`config.mk`:
```
export PLATFORM = sky130hd
export DESIGN_NAME = seg7_capture_decoder
export DESIGN_NICKNAME = d
export VERILOG_FILES = /design/src/rtl/seg7_capture_decoder.sv
export SDC_FILE = /design/constraint.sdc
export NUM_CORES = 1
export LEC_CHECK = 0
export CORE_MARGIN = 5
export CORE_UTILIZATION = 44
export CTS_BUF_LIST = sky130_fd_sc_hd__clkbuf_16
export CTS_CLUSTER_DIAMETER = 100
export CTS_CLUSTER_SIZE = 24
export DETAILED_ROUTE_END_ITERATION = 8
export PLACE_DENSITY = 0.74
export SLEW_MARGIN = 15
export SYNTH_ARGS = -nofsm -noshare
export SYNTH_HDL_FRONTEND = slang
export SYNTH_SLANG_ARGS = --single-unit
export TNS_END_PERCENT = 50
```
`constraint.sdc`:
```
create_clock -name clk -period 3.8 [get_ports clk]
set_clock_uncertainty 0.1 [all_clocks]
set_input_delay 0.76 -clock clk [delete_from_list [all_inputs] [get_ports clk]]
set_output_delay 0.76 -clock clk [all_outputs]
set_load 0.03 [all_outputs]
```
`src/rtl/seg7_capture_decoder.sv`:
```
// seg7_capture_decoder: decodes four 7-segment digit buses back to nibbles, debounces
// the whole pattern and offers each new stable 16-bit word over valid/ready.
module seg7_capture_decoder #(
  parameter int STABLE_CYCLES = 4,
  parameter bit ACTIVE_LOW    = 1
) (
  input  logic        clk,
  input  logic        rst,
  input  logic [6:0]  hex0,
  input  logic [6:0]  hex1,
  input  logic [6:0]  hex2,
  input  logic [6:0]  hex3,
  input  logic        out_ready,
  input  logic        ovr_clr,
  output logic [15:0] out_data,
  output logic [3:0]  out_err,
  output logic        out_valid,
  output logic        ovr
);
  localparam int CW = $clog2(STABLE_CYCLES + 1);
  localparam logic [CW-1:0] N = CW'(STABLE_CYCLES);
  localparam logic [6:0] BLANK = ACTIVE_LOW ? 7'h7F : 7'h00;
  typedef enum logic [1:0] {SETTLE, IDLE, OFFER} state_t;
  state_t state, state_n;
  logic [27:0] s_q, p_q;
  logic [CW-1:0] cnt, cnt_n;
  logic [15:0] dec_data;
  logic [3:0] dec_err;
  logic [19:0] last_rep;
  logic rep, commit, take;

  function automatic logic [4:0] decode(input logic [6:0] seg);
    logic [6:0] a;
    a = ACTIVE_LOW ? ~seg : seg;
    case (a)
      7'h3F: decode = 5'h00;
      7'h06: decode = 5'h01;
      7'h5B: decode = 5'h02;
      7'h4F: decode = 5'h03;
      7'h66: decode = 5'h04;
      7'h6D: decode = 5'h05;
      7'h7D: decode = 5'h06;
      7'h07: decode = 5'h07;
      7'h7F: decode = 5'h08;
      7'h6F: decode = 5'h09;
      7'h77: decode = 5'h0A;
      7'h7C: decode = 5'h0B;
      7'h39: decode = 5'h0C;
      7'h5E: decode = 5'h0D;
      7'h79: decode = 5'h0E;
      7'h71: decode = 5'h0F;
      default: decode = 5'h10;
    endcase
  endfunction

  for (genvar i = 0; i < 4; i++) begin : g_dec
    assign {dec_err[i], dec_data[4*i +: 4]} = decode(s_q[7*i +: 7]);
  end

  // A commit fires once per stable run; a repeat of the last reported word is suppressed
  always_comb begin
    cnt_n = (s_q != p_q) ? '0 : (cnt == N) ? cnt : cnt + 1'b1;
    commit = (cnt_n == N) && (cnt != N) && (!rep || {dec_err, dec_data} != last_rep);
    take = commit && (state != OFFER || out_ready);
    state_n = (take || (state == OFFER && !out_ready)) ? OFFER : (cnt_n == N) ? IDLE : SETTLE;
  end

  assign out_valid = state == OFFER;

  always_ff @(posedge clk or posedge rst) begin
    if (rst) begin
      state <= SETTLE;
      s_q <= {4{BLANK}};
      p_q <= {4{BLANK}};
      cnt <= '0;
      rep <= 1'b0;
      last_rep <= '0;
      out_data <= '0;
      out_err <= '0;
      ovr <= 1'b0;
    end else begin
      state <= state_n;
      s_q <= {hex3, hex2, hex1, hex0};
      p_q <= s_q;
      cnt <= cnt_n;
      if (take) begin
        out_data <= dec_data;
        out_err <= dec_err;
        last_rep <= {dec_err, dec_data};
        rep <= 1'b1;
      end
      ovr <= (commit && !take) ? 1'b1 : ovr_clr ? 1'b0 : ovr;
    end
  end
endmodule

```
# Word-level counts from Yosys, hierarchy flattened
# Cells that the tools add are included.
dict set report op_classes {
  n_bitwise 4
  addsub 1
  n_mux 10
  n_reduce_logical 12
  eq_ne 71
}
# op count
set op_table {}
lappend op_table {{$eq 7x7->1 const B} 48}
lappend op_table {{$pmux 5 s16} 4}
lappend op_table {{$eq 7x3->1 const B} 8}
lappend op_table {{$eq 7x6->1 const B} 8}
lappend op_table {{$ne 28x28->1} 1}
lappend op_table {{$not 7->7} 4}
lappend op_table {{$ne 20x20->1} 1}
lappend op_table {{$eq 3x3->1 const B} 2}
lappend op_table {{$mux 3} 2}
lappend op_table {{$logic_and 1x1->1} 5}
lappend op_table {{$add 3x1->3 const B} 1}
lappend op_table {{$logic_not 1->1} 3}
lappend op_table {{$logic_or 1x1->1} 3}
lappend op_table {{$mux 1} 3}
lappend op_table {{$ne 3x3->1 const B} 1}
lappend op_table {{$eq 2x2->1 const B} 1}
lappend op_table {{$mux 2} 1}
lappend op_table {{$ne 2x2->1 const B} 1}
lappend op_table {{$reduce_bool 2->1} 1}
dict set report totals {
  out_inout_bits 22
  inputBits 32
  elab_cells 107
  register_bits 103
}

# Depth between registers and ports, before layout
dict set report depth {
  depth_word 10
  mapped_depth 11
  depth_no_buf 9
}

# Least setup slack after synthesis
# Ideal clock, no wire load.
dict set report synth_path {
  path_type {flip-flop to flip-flop}
  startpoint {register s_q[8]}
  endpoint {register out_data[0]}
  period_less_slack_ns 3.015
  path_buffers 2
  arrival_time_ns 2.790
  path_stages_with_launch 11
  setup_slack_ns 0.785
  required_ns 3.575
  setup_ns 0.125
  path_cell_list {dfstp_2 buf_2 nor4bb_1 a22oi_1 o211a_1 a21o_1 a221oi_2 and4_4 a31oi_4 buf_6 mux2_4}
}
dict set report synth_via {
  elab_chain_len 7
  word_cells_on_any_way 26
  cone_classes {eq/ne: 19; mux: 2; bitwise: 1; reduce/logical: 4}
}
# element line_no
set synth_rtl {}
lappend synth_rtl {{start, declared} 25} ;# logic [27:0] s_q, p_q;
lappend synth_rtl {{start signal, assigned} 73} ;# s_q <= {4{BLANK}};
lappend synth_rtl {{start signal, assigned} 83} ;# s_q <= {hex3, hex2, hex1, hex0};
lappend synth_rtl {{$not 7->7} 34} ;# a = ACTIVE_LOW ? ~seg : seg;
lappend synth_rtl {{$eq 7x7->1, or another cell as far along} 35} ;# case (a)
lappend synth_rtl {{$pmux 5 s16} 35}
lappend synth_rtl {{$ne 20x20->1} 63} ;# commit = (cnt_n == N) && (cnt != N) && (!rep || {dec_err, dec_data} != last_rep);
lappend synth_rtl {{$logic_or 1x1->1} 63}
lappend synth_rtl {{$logic_and 1x1->1 *} 63}
lappend synth_rtl {{$logic_and 1x1->1 *} 64} ;# take = commit && (state != OFFER || out_ready);
lappend synth_rtl {{end signal, assigned} 87} ;# out_data <= dec_data;
lappend synth_rtl {{end, declared} 15} ;# output logic [15:0] out_data,
# Every way passes the cells marked *; elsewhere a longest branch is shown, timed or not.
# A chain may end at the register's enable or synchronous reset.

# Worst setup path after layout
dict set report layout_path {
  startpoint {register s_q[12]}
  endpoint {register out_data[5]}
}
dict set report layout_via {
  elab_chain_len 7
  word_cells_on_any_way 26
  cone_classes {eq/ne: 19; mux: 2; bitwise: 1; reduce/logical: 4}
}
# element line_no
set layout_rtl {}
lappend layout_rtl {{$not 7->7} 34}
lappend layout_rtl {{$eq 7x7->1, or another cell as far along} 35}
lappend layout_rtl {{$pmux 5 s16} 35}
lappend layout_rtl {{$ne 20x20->1} 63}
lappend layout_rtl {{$logic_or 1x1->1} 63}
lappend layout_rtl {{$logic_and 1x1->1} 63}
lappend layout_rtl {{$logic_and 1x1->1} 64}
# Several ways; a longest one is shown, not always the timed one.

==> flow_summary.json <==
{
  "cts_made_buffers": 9,
  "grt_pass1_wl_um": 18010,
  "synthArstFlopShare_pct": 100.0,
  "synth_seq_area_share_pct": 44.48,
  "combPwrFrac_pct": 9.1,
  "synth_cells": 456,
  "areaGrowthSynthToFinish_pct": 17.03,
  "power_density_mw_per_mm2": 344.1,
  "fp.dieH_um": 114.7,
  "start_kind": "flop",
  "place_inst": 622,
  "cts_sinks": 83,
  "synth_ff_type": "dfstp_2",
  "initialDrtViolationCount": 157,
  "design_area_mm2": 0.005649,
  "grt_usage_pct": 17.06,
  "ir_drop_uv": 194.3,
  "placed_cell_area_mm2": 0.005388,
  "ys_warn_count": 0,
  "hold_start": "s_q[15]$_DFF_PP1_",
  "fillers": 939,
  "wl_um": 10850,
  "netSwitchingPower_mw": 0.4771,
  "required_ns": 3.91,
  "syn_area_mm2": 0.004827,
  "cp-end-kind": "flop",
  "grt-ovfl-total": 0,
  "relSlewSlack_pct": 58.24,
  "dr.pass1.iters": 5,
  "synth_nets": 490,
  "startpoint": "s_q[12]$_DFF_PP1_",
  "hold_path_class": "reg -> reg",
  "io_buffers": 53,
  "dpl.hpwl_um": 7742,
  "die_area_mm2": 0.01317,
  "grt_max_degree": 33,
  "critPathKind": "reg -> reg",
  "finalMaxSlewViolations": 0,
  "seqPwrFrac_pct": 51.9,
  "first_global_vias": 3580,
  "setup_viol": 0,
  "cts_hold_buf": 0,
  "fin_util_pct": 52.34,
  "ctsResizeCount": 0,
  "worstPathMaxFanout": 15,
  "drc_errors": 0,
  "globalplace.congestion": 0.8831,
  "p_int_mw": 1.467,
  "wl_per_cell_um": 17.01,
  "ant_nets": 0,
  "ios": 54,
  "outcome": "finished clean",
  "rsz0062_at_grt": "no",
  "core_mm2": 0.01079,
  "finalCriticalPeriod_ns": 3.385,
  "seqCellArea_mm2": 0.002147,
  "max_freq_mhz": 295.4,
  "multiInputGateArea_mm2": 0.002447,
  "die_x_um": 114.7,
  "h-tree-depth": 3,
  "synth_top_cell_by_area": "dfstp_2",
  "p_clk_share_pct": 39.0,
  "synth_edf_count": 0,
  "cap_violations": 0,
  "synth_seq_cells": 83,
  "synth_top_area_share_pct": 30.48,
  "synth_common_cells": "dfstp_2 (56), dfrtp_1 (27), nor2_1 (22)",
  "synthTopCellsByArea": "dfstp_2 (30%), dfrtp_1 (14%), mux2_4 (4.0%), xor2_1 (3.8%), xnor2_1 (3.6%)",
  "initial_utilization_pct": 44.73,
  "period_share_pct": 89.07,
  "switching_share_pct": 24.54,
  "fin_nets": 527,
  "syn_area_per_cell_um2": 10.59,
  "clock_latency_ns": 0.33,
  "viasPerCell": 5.773,
  "cts_tree": "yes",
  "final_cells": 638,
  "post_cts_buffers": 0,
  "p_leak_nw": 2.184,
  "yosysUniqueCellTypes": 75,
  "clk_pin_slew_ns": 0.06,
  "cts.root.buffer_cell": "clkbuf_16",
  "worstMarginPinSlew_ns": 0.6250,
  "drive_gt1_share_pct": 21.49,
  "r2r_start": "s_q[12]$_DFF_PP1_",
  "diodes": 0,
  "row_count": 38,
  "via_count": 3683,
  "worstPathArrival_ns": 3.50,
  "hold_violations": 0,
  "synth.most_common_cell": "dfstp_2",
  "tns_ns": 0,
  "cts.path.max_buffers": 2,
  "antenna_found_initial": 0
}
-- placed cells by master, fill, tap and decap left out, types with 11 or more instances in the layout --
cell,instances
dfrtp_1,27
xnor2_1,20
dfstp_2,56
nor3b_1,12
nand2_1,20
nor3_1,20
inv_1,15
mux2_4,13
nor2b_1,11
xor2_1,21
nand4_1,14
nor4_1,12
clkdlybuf4s50_1,53
nor2_1,22
-- logic make-up (layout without fill, tap and decap cells) --
logic type	count (synthesis)	in the layout	share of synthesized area [%]
DFF	83	83	44.48
adders and majority gates	2	2	0.5183
xor gates and xnor gates	41	41	7.439
and+or+nand+nor	178	178	22.73
muxes	21	21	5.728
AOI/OAI and AO/OA	85	85	14.28
buffers and inverters	46	88	4.821
-- sequential cells by signal (all words and copies together), names as in the netlist, 2 cells and up --
register / flops
p_q: 28
cnt: 3
out_err: 4
out_data: 15
state: 2
s_q: 28
-- per-stage QoR --
stage | power [mW] | worst slack, ns | hold slack (ns)
after global placement | 1.192 | 0.5179 | 0.3294
after CTS | 1.969 | 0.4516 | 0.3387
after global routing | 2.034 | 0.2087 | 0.3581
after detailed placement | 1.198 | 0.4676 | 0.3294
after floorplan | 1.129 | 0.7846 | 0.2519
final | 1.944 | 0.4153 | 0.3450
-- worst max-delay path, cell delays in order, from the launching register on --
cell      delay (ns)
dfstp_2         0.67
nor3b_1         0.57
a22oi_1         0.15
o211a_1         0.33
a21o_1          0.21
a221oi_2        0.29
and4_4          0.28
a31oi_4         0.09
buf_4           0.25
mux2_4          0.32
-- worst paths after layout --
check / endpoint / slack (ns) / cells past startpoint
max: out_data[5]$_DFFE_PP0P_ / 0.42 / 9
min: p_q[15]$_DFF_PP1_ / 0.34 / 0
max reg2reg: out_data[5]$_DFFE_PP0P_ / 0.42 / 9
min reg2reg: p_q[15]$_DFF_PP1_ / 0.34 / 0
max in group asynchronous: p_q[26]$_DFF_PP1_ / 2.16 / 3
min in group asynchronous: p_q[5]$_DFF_PP1_ / 0.93 / 2
-- metal layers --
layer	wire length [um]	global-route usage [%]
met5	0	0
met4	216	6.025
met3	513	3.526
met2	5201	26.93
met1	4921	23.44
-- cell type report --
cell class / instances / share of cell area [%]
clock buffers: 9 / 3.987
inverters: 15 / 1.019
repair buffers: 57 / 9.922
well taps: 140 / 3.101
flip-flops and latches: 83 / 38.01
clock inverters: 7 / 0.6423
multi-input cells: 327 / 43.32
-- power by group through the flow --
stage                     logic [mW]  registers [mW]  clock network, mW
after CTS                      0.178            1.01              0.783
after global placement         0.173            1.02                  0
after detailed placement       0.177            1.02                  0
after floorplan                0.158           0.971                  0
final                          0.177            1.01              0.759
after global routing           0.195            1.02              0.822
(Power assumes the default switching activity.)
